File: config.mk
export PLATFORM = sky130hd
export DESIGN_NAME = character_anim_ctrl
export DESIGN_NICKNAME = d
export VERILOG_FILES = /design/src/rtl/character_anim_ctrl.sv
export SDC_FILE = /design/constraint.sdc
export NUM_CORES = 1
export LEC_CHECK = 0
export ABC_AREA = 1
export BUFFER_PORTS_ARGS = -buffer_cell sky130_fd_sc_hd__buf_2
export CELL_PAD_IN_SITES_DETAIL_PLACEMENT = 0
export CELL_PAD_IN_SITES_GLOBAL_PLACEMENT = 1
export CORE_MARGIN = 1.5
export CORE_UTILIZATION = 40
export CTS_CLUSTER_SIZE = 28
export DETAILED_ROUTE_END_ITERATION = 16
export GPL_TIMING_DRIVEN = 0
export PLACE_DENSITY_LB_ADDON = 0.1
export SETUP_SLACK_MARGIN = 0.4
export SYNTH_ARGS = -nofsm -noshare
export SYNTH_HDL_FRONTEND = slang
export SYNTH_SLANG_ARGS = --single-unit
export TNS_END_PERCENT = 5
File: constraint.sdc
create_clock -name Clk -period 3.9 [get_ports Clk]
set_input_delay 0.78 -clock Clk [delete_from_list [all_inputs] [get_ports Clk]]
set_output_delay 0.78 -clock Clk [all_outputs]
set_load 0.1 [all_outputs]
File: src/rtl/character_anim_ctrl.sv
// Fighter sprite animation sequencer: picks the animation strip and frame on each synchronised frame tick.
// The tick lands 3 Clk edges after a frame_clk rise; pulses last one Clk; no backpressure.
module character_anim_ctrl #(
  parameter int N_STAND         = 8,
  parameter int N_FWD           = 5,
  parameter int N_BWD           = 5,
  parameter int N_ATTACK        = 9,
  parameter int N_HURT          = 4,
  parameter int N_DEFEND        = 1,
  parameter int N_DIE           = 12,
  parameter int TICKS_PER_FRAME = 4,
  parameter int HIT_FRAME       = 4
) (
  input  logic       Clk,
  input  logic       Reset,
  input  logic       frame_clk,
  input  logic [7:0] game_state,
  input  logic       key_left,
  input  logic       key_right,
  input  logic       key_attack,
  input  logic       key_defend,
  input  logic       hurt_hit,
  input  logic       die,
  output logic [7:0] character_state,
  output logic [7:0] frame_num,
  output logic       move_l,
  output logic       move_r,
  output logic       attack_active,
  output logic       anim_done
);

  localparam logic [2:0] ST_STAND  = 3'd0;
  localparam logic [2:0] ST_ATTACK = 3'd1;
  localparam logic [2:0] ST_MOVEL  = 3'd2;
  localparam logic [2:0] ST_MOVER  = 3'd3;
  localparam logic [2:0] ST_HURT   = 3'd4;
  localparam logic [2:0] ST_DEFEND = 3'd5;
  localparam logic [2:0] ST_DIE    = 3'd6;

  localparam logic [7:0] SUB_MAX = 8'(TICKS_PER_FRAME - 1);
  localparam logic [7:0] HIT_IDX = 8'(HIT_FRAME);

  logic [2:0] state, state_nx, want;
  logic [7:0] frame, frame_nx, sub, sub_nx, last_frame;
  logic       sync1, sync2, sync3, hurt_d, hurt_pending;
  logic       tick, hurt_rise, hurt_now, sub_wrap, done_nx;

  assign tick      = sync2 & ~sync3;
  assign hurt_rise = hurt_hit & ~hurt_d;
  // a hurt edge arriving on the tick cycle itself still counts for that tick
  assign hurt_now  = hurt_pending | hurt_rise;
  assign sub_wrap  = (sub == SUB_MAX);

  always_comb begin
    case (state)
      ST_ATTACK: last_frame = 8'(N_ATTACK - 1);
      ST_MOVEL:  last_frame = 8'(N_BWD - 1);
      ST_MOVER:  last_frame = 8'(N_FWD - 1);
      ST_HURT:   last_frame = 8'(N_HURT - 1);
      ST_DEFEND: last_frame = 8'(N_DEFEND - 1);
      ST_DIE:    last_frame = 8'(N_DIE - 1);
      default:   last_frame = 8'(N_STAND - 1);
    endcase
  end

  always_comb begin
    if (key_attack)                  want = ST_ATTACK;
    else if (key_defend)             want = ST_DEFEND;
    else if (key_right && !key_left) want = ST_MOVER;
    else if (key_left && !key_right) want = ST_MOVEL;
    else                             want = ST_STAND;
  end

  always_comb begin
    state_nx = state;
    frame_nx = frame;
    sub_nx   = sub;
    done_nx  = 1'b0;
    if (game_state == 8'd0) begin
      state_nx = ST_STAND;
      frame_nx = 8'd0;
      sub_nx   = 8'd0;
    end else if (game_state == 8'd1) begin
      sub_nx = sub_wrap ? 8'd0 : sub + 8'd1;
      if (sub_wrap)
        frame_nx = (frame == last_frame) ? 8'd0 : frame + 8'd1;
      if (state == ST_DIE) begin
        if (sub_wrap && frame == last_frame)
          frame_nx = frame;
      end else if (die) begin
        state_nx = ST_DIE;
        frame_nx = 8'd0;
        sub_nx   = 8'd0;
      end else if (hurt_now && state != ST_DEFEND) begin
        state_nx = ST_HURT;
        frame_nx = 8'd0;
        sub_nx   = 8'd0;
      end else if (hurt_now) begin
        // blocked hit: defend keeps running, keys are not re-evaluated this tick
        state_nx = state;
      end else if (state == ST_ATTACK || state == ST_HURT) begin
        if (sub_wrap && frame == last_frame) begin
          state_nx = ST_STAND;
          frame_nx = 8'd0;
          sub_nx   = 8'd0;
          done_nx  = 1'b1;
        end
      end else if (want != state) begin
        state_nx = want;
        frame_nx = 8'd0;
        sub_nx   = 8'd0;
      end
    end
  end

  always_ff @(posedge Clk) begin
    if (!Reset) begin
      state        <= ST_STAND;
      frame        <= 8'd0;
      sub          <= 8'd0;
      sync1        <= 1'b0;
      sync2        <= 1'b0;
      sync3        <= 1'b0;
      hurt_d       <= 1'b0;
      hurt_pending <= 1'b0;
      move_l       <= 1'b0;
      move_r       <= 1'b0;
      anim_done    <= 1'b0;
    end else begin
      sync1  <= frame_clk;
      sync2  <= sync1;
      sync3  <= sync2;
      hurt_d <= hurt_hit;
      if (tick) begin
        state        <= state_nx;
        frame        <= frame_nx;
        sub          <= sub_nx;
        hurt_pending <= 1'b0;
        move_l       <= (game_state == 8'd1) && (state_nx == ST_MOVEL);
        move_r       <= (game_state == 8'd1) && (state_nx == ST_MOVER);
        anim_done    <= done_nx;
      end else begin
        move_l    <= 1'b0;
        move_r    <= 1'b0;
        anim_done <= 1'b0;
        if (game_state == 8'd0)
          hurt_pending <= 1'b0;
        else if (hurt_rise)
          hurt_pending <= 1'b1;
      end
    end
  end

  assign character_state = {5'd0, state};
  assign frame_num       = frame;
  assign attack_active   = (game_state == 8'd1) && (state == ST_ATTACK) && (frame == HIT_IDX);

endmodule

[Word level (Yosys, flattened, before mapping)]
Index checks and enable logic that the tools add are counted.
Operators by class
  bitwise logic cells: 9
  equality and inequality tests: 15
  muxes and demuxes: 37
  reduce and logical (&&, ||, !) cells: 19
  add/sub/neg operators: 2
Operators with widths (number)
  8-bit 2-to-1 mux: 22
  3-bit 2-to-1 mux: 11
  4-bit case mux with 5 select lines: 1
  8-bit by 1-bit adder with 8-bit output, second input constant: 2
  3-bit by 2-bit == test with 1-bit output, second input constant: 4
  3-bit == test, second input constant: 3
  9-bit OR reduction: 1
  8-bit by 1-bit == test with 1-bit output, second input constant: 1
  8-bit by 2-bit == test with 1-bit output, second input constant: 1
  8-bit by 3-bit == test with 1-bit output, second input constant: 1
  8-bit == test: 1
  1-bit logical AND: 8
  8-bit logical NOT: 1
  3-bit != test, second input constant: 2
  1-bit NOT: 6
  2-bit 2-to-1 mux: 2
  2-bit AND reduction: 2
  3-bit by 1-bit == test with 1-bit output, second input constant: 1
  3-bit != test: 1
  3-bit AND reduction: 1
  3-bit OR reduction: 1
  1-bit AND: 2
  1-bit logical NOT: 2
  2-bit nonzero test: 1
  other kinds (4): 4
Word-level totals
  bits in registers: 27

[Logic depth before layout (Yosys ltp)]
  depth in word-level cells: 17
  depth in mapped cells: 15
  gate-level depth less buffers: 15

[Worst setup path after synthesis]
Ideal clock, no wire load.
  path kind: register -> output
  from: register state[0]
  to: output port attack_active
  data arrival time: 2216 ps
  setup slack: 904 ps
  stages on the path, launching flop included: 4
  cells stage by stage: dfxtp_1 > nand3_1 > nor2_1 > and3_1
On the way
  longest elaborated chain between the ends: 3
RTL lines
  from (decl): line 43  | logic [2:0] state, state_nx, want;
  from (signal assigned): line 135  | state <= state_nx;
  3-bit by 1-bit == test with 1-bit output: line 156  | assign attack_active = (game_state == 8'd1) && (state == ST_ATTACK) && (frame == HIT_IDX);
  1-bit logical AND (2 in a row): line 156
  to (decl): line 28  | output logic attack_active,
No other way between the ends.

[Worst setup path after layout]
  from: input port game_state[7]
  to: output port attack_active
On the way
  longest elaborated chain between the ends: 3
RTL lines
  from (decl): line 17  | input logic [7:0] game_state,
  8-bit by 1-bit == test with 1-bit output: line 156
  1-bit logical AND (2 in a row): line 156
No other way between the ends.

==> impl_metrics.toml <==
[outcome]
status = "finished clean"

[logic_synthesis]
yosysSeqAreaShare_pct = 28.3
avgSynthCellArea_um2 = 6.02
syn_inst = 317
yosysWarnings = 0
syn-cell-area_um2 = 1910
synth-seq-cells = 27
ys_types = 31

[power]
power.internal_uw = 373
p_comb_share_pct = 13.1
power_density_nw_per_um2 = 241
power_switching_uw = 154
ir_drop_uv = 153
swShare_pct = 29.2
pwr-share-seq_pct = 52.9
fin_total_pwr_uw = 527
leakage_uw = 0.00110
clockPowerShare_pct = 34.0

[drt]
drtIter0Drc = 91
dr_total_vias = 1965
routedWlPerCell_um = 11.2
drt-pass1-iter-count = 4
route.detailed.drc = 0
viasPerCell = 4.83
wl_mm = 4.57
ant_nets = 0

[critical_path]
cp.arrival_ns = 2.27
cp_slowest_stage_delay_ns = 0.50
r2r_start = "state[0]"
crit_slowest_cell = "nor3_1"
worstSetupEndpointType = "output port"
start_kind = "input pin"
cpMostUsedCell = "buf_2"
r2r_slack_ns = 2.11
rr_worst_depth = 10
path_class = "input pin to output port"
required_ns = 3.12
timing.critical_path.fanout_max = 5
reg2reg_to = "frame_num[6]"
worstPathCellList = "buf_2 -> nor2_1 -> nand2_1 -> nor3_1 -> and3_1 -> buf_2"

[cts]
numCtsBuffers = 3
h-tree-depth = 1
clock-root-buffer = "clkbuf_8"
clock_path_buffers = 2
postCtsSetupBuffers = 0
clkLatencyLatePin_ns = 0.29
holdBufCountCts = 0
cts_tree = "yes"
post_cts_resized = 0
clkSlewWorstSetupHoldPaths_ns = 0.10
cts_sinks = 27

[worst_hold_path]
hold_end = "sync2"
hold_depth = 2
hp-start = "sync1"
hold_class = "flip-flop to flip-flop"

[flow_run]
max-cap-violations = 0

[floorplanning]
rows = 24
ios = 37
die_h_um = 72.1
dieArea_um2 = 5190
start_util_pct = 42.6
die_w_um = 72.1
core_area_um2 = 4470

[timing]
period_needed_ns = 3.05
skew_ns = 0.00703
tns_ns = 0
fin_crit_sh_pct = 78.1
slew_headroom_pct = 60.9
setup_viol = 0
setup_ws_ns = 0.854
rsz0062_at_grt = "no"
fmax_ghz = 0.328
finalHoldViolations = 0
worst_pin_slew_ns = 0.582
drv_slew = 0

[finish]
mostFrequentLayoutCells = "87 x nand2_1, 51 x inv_1, 34 x nor2_1"
antennaDiodeCount = 0
final_cell_area_um2 = 2190
layout_commonest_cell = "nand2_1"
stdcell_count = 407
area_growth_pct = 14.7
drive_gt1_share_pct = 16.3
nets = 377

[global_route]
grt_pass1_vias = 1769
antenna_found_initial = 0
grt_pass1_wl_mm = 7.94
grt_usage_pct = 19.2
overflow = 0
grt_max_degree = 18

[placed_design]
pre_cts_ws_ns = 0.841
dpl-instance-area_um2 = 2140
gp_congestion = 0.886
io_buffers = 30
post-dp-hpwl_mm = 3.57
dp.cells = 403
## layer usage
layer  share of wire, %  track usage (%)  vias to the layer above
li1                   -                -                     1061
met1                 51             25.9                      858
met2                 45             32.0                       42
met3                3.6             3.47                        4
met4               0.88             4.61                        0
met5                  0                0                        -
## worst max-delay path: cells and delay by family
family        cells  cell delay [ns]
simple gates      4             0.97
buf+inv           2             0.52
## sequential cells by signal (all words and copies together), names as in the netlist
signal and count:
move_l 1, anim_done 1, sync2 1, sync3 1
sync1 1, hurt_pending 1, frame_num 8, hurt_d 1
move_r 1, sub 8, state 3
## how the worst max path moves through the flow
| stage | from | to | slack, ns | cells past startpoint |
|---|---|---|---|---|
| 2_1_floorplan | state[0] | attack_active | 0.90 | 3 |
| 6_report | game_state[7] | attack_active | 0.85 | 6 |
| 3_5_place_dp | game_state[5] | attack_active | 0.84 | 6 |
| 4_1_cts | game_state[5] | attack_active | 0.85 | 6 |
| 5_1_grt | game_state[3] | attack_active | 0.73 | 6 |
| 3_3_place_gp | game_state[7] | attack_active | 0.84 | 6 |
## layout make-up
type | count | area (µm²)
fillers | 488 | 2290
clock buffers | 3 | 41.3
flip-flops and latches | 27 | 541
plain buffers | 10 | 72.6
multi-input cells | 229 | 1100
clock inverters | 1 | 8.76
repair buffers | 30 | 150
well taps | 52 | 65.1
inverters | 55 | 206
## synthesized netlist by cell type
cell type | n | area [µm²]
o211ai_1 | 1 | 7.51
nor2_8 | 1 | 20.0
a21oi_1 | 18 | 90.1
nand3b_1 | 3 | 22.5
and3_1 | 1 | 6.26
inv_1 | 51 | 191
o21ai_2 | 1 | 8.76
conb_1 | 1 | 3.75
nor4_1 | 1 | 6.26
nand2_1 | 87 | 327
nand3_1 | 29 | 145
or2_2 | 1 | 6.26
ha_1 | 4 | 50.1
o22ai_1 | 2 | 12.5
nor2_1 | 34 | 128
inv_2 | 4 | 15.0
nor3_1 | 10 | 50.1
dfxtp_1 | 27 | 541
nand4_1 | 5 | 31.3
o21bai_1 | 1 | 7.51
nor2_4 | 3 | 33.8
buf_6 | 2 | 22.5
clkbuf_1 | 2 | 7.51
buf_2 | 1 | 5.00
nand3_2 | 1 | 10.0
buf_4 | 5 | 37.5
o21ai_1 | 3 | 15.0
nand2_2 | 4 | 25.0
nor2_2 | 1 | 6.26
o21ai_0 | 10 | 50.1
xor2_1 | 3 | 26.3
## logic make-up (layout without fill, tap and decap cells)
| family | count (synthesis) | count (layout) | synth area share, % |
|---|---|---|---|
| xor+xnor | 3 | 3 | 1.38 |
| other cells | 1 | 5 | 0.197 |
| buf+inv | 65 | 99 | 14.6 |
| compound gates | 36 | 36 | 10.0 |
| flops | 27 | 27 | 28.3 |
| fa+ha+maj | 4 | 4 | 2.62 |
| simple gates | 181 | 181 | 42.8 |
## power groups by stage
stage                     logic [µW]  registers (µW)  clock network (µW)
after floorplan                 53.3             285                   0
after global placement          68.9             285                   0
after detailed placement        69.1             285                   0
after CTS                       69.2             279                 188
after global routing            76.3             279                 201
final                           69.0             279                 179
## stage by stage
stage | hold WS, ns | util [%]
global route | 0.469 | 48.9
finish | 0.434 | 48.9
CTS | 0.443 | 48.9
detailed placement | 0.415 | 47.8
floorplan | 0.390 | -
global placement | 0.411 | 47.8
Power figures use the tool's default switching activity.
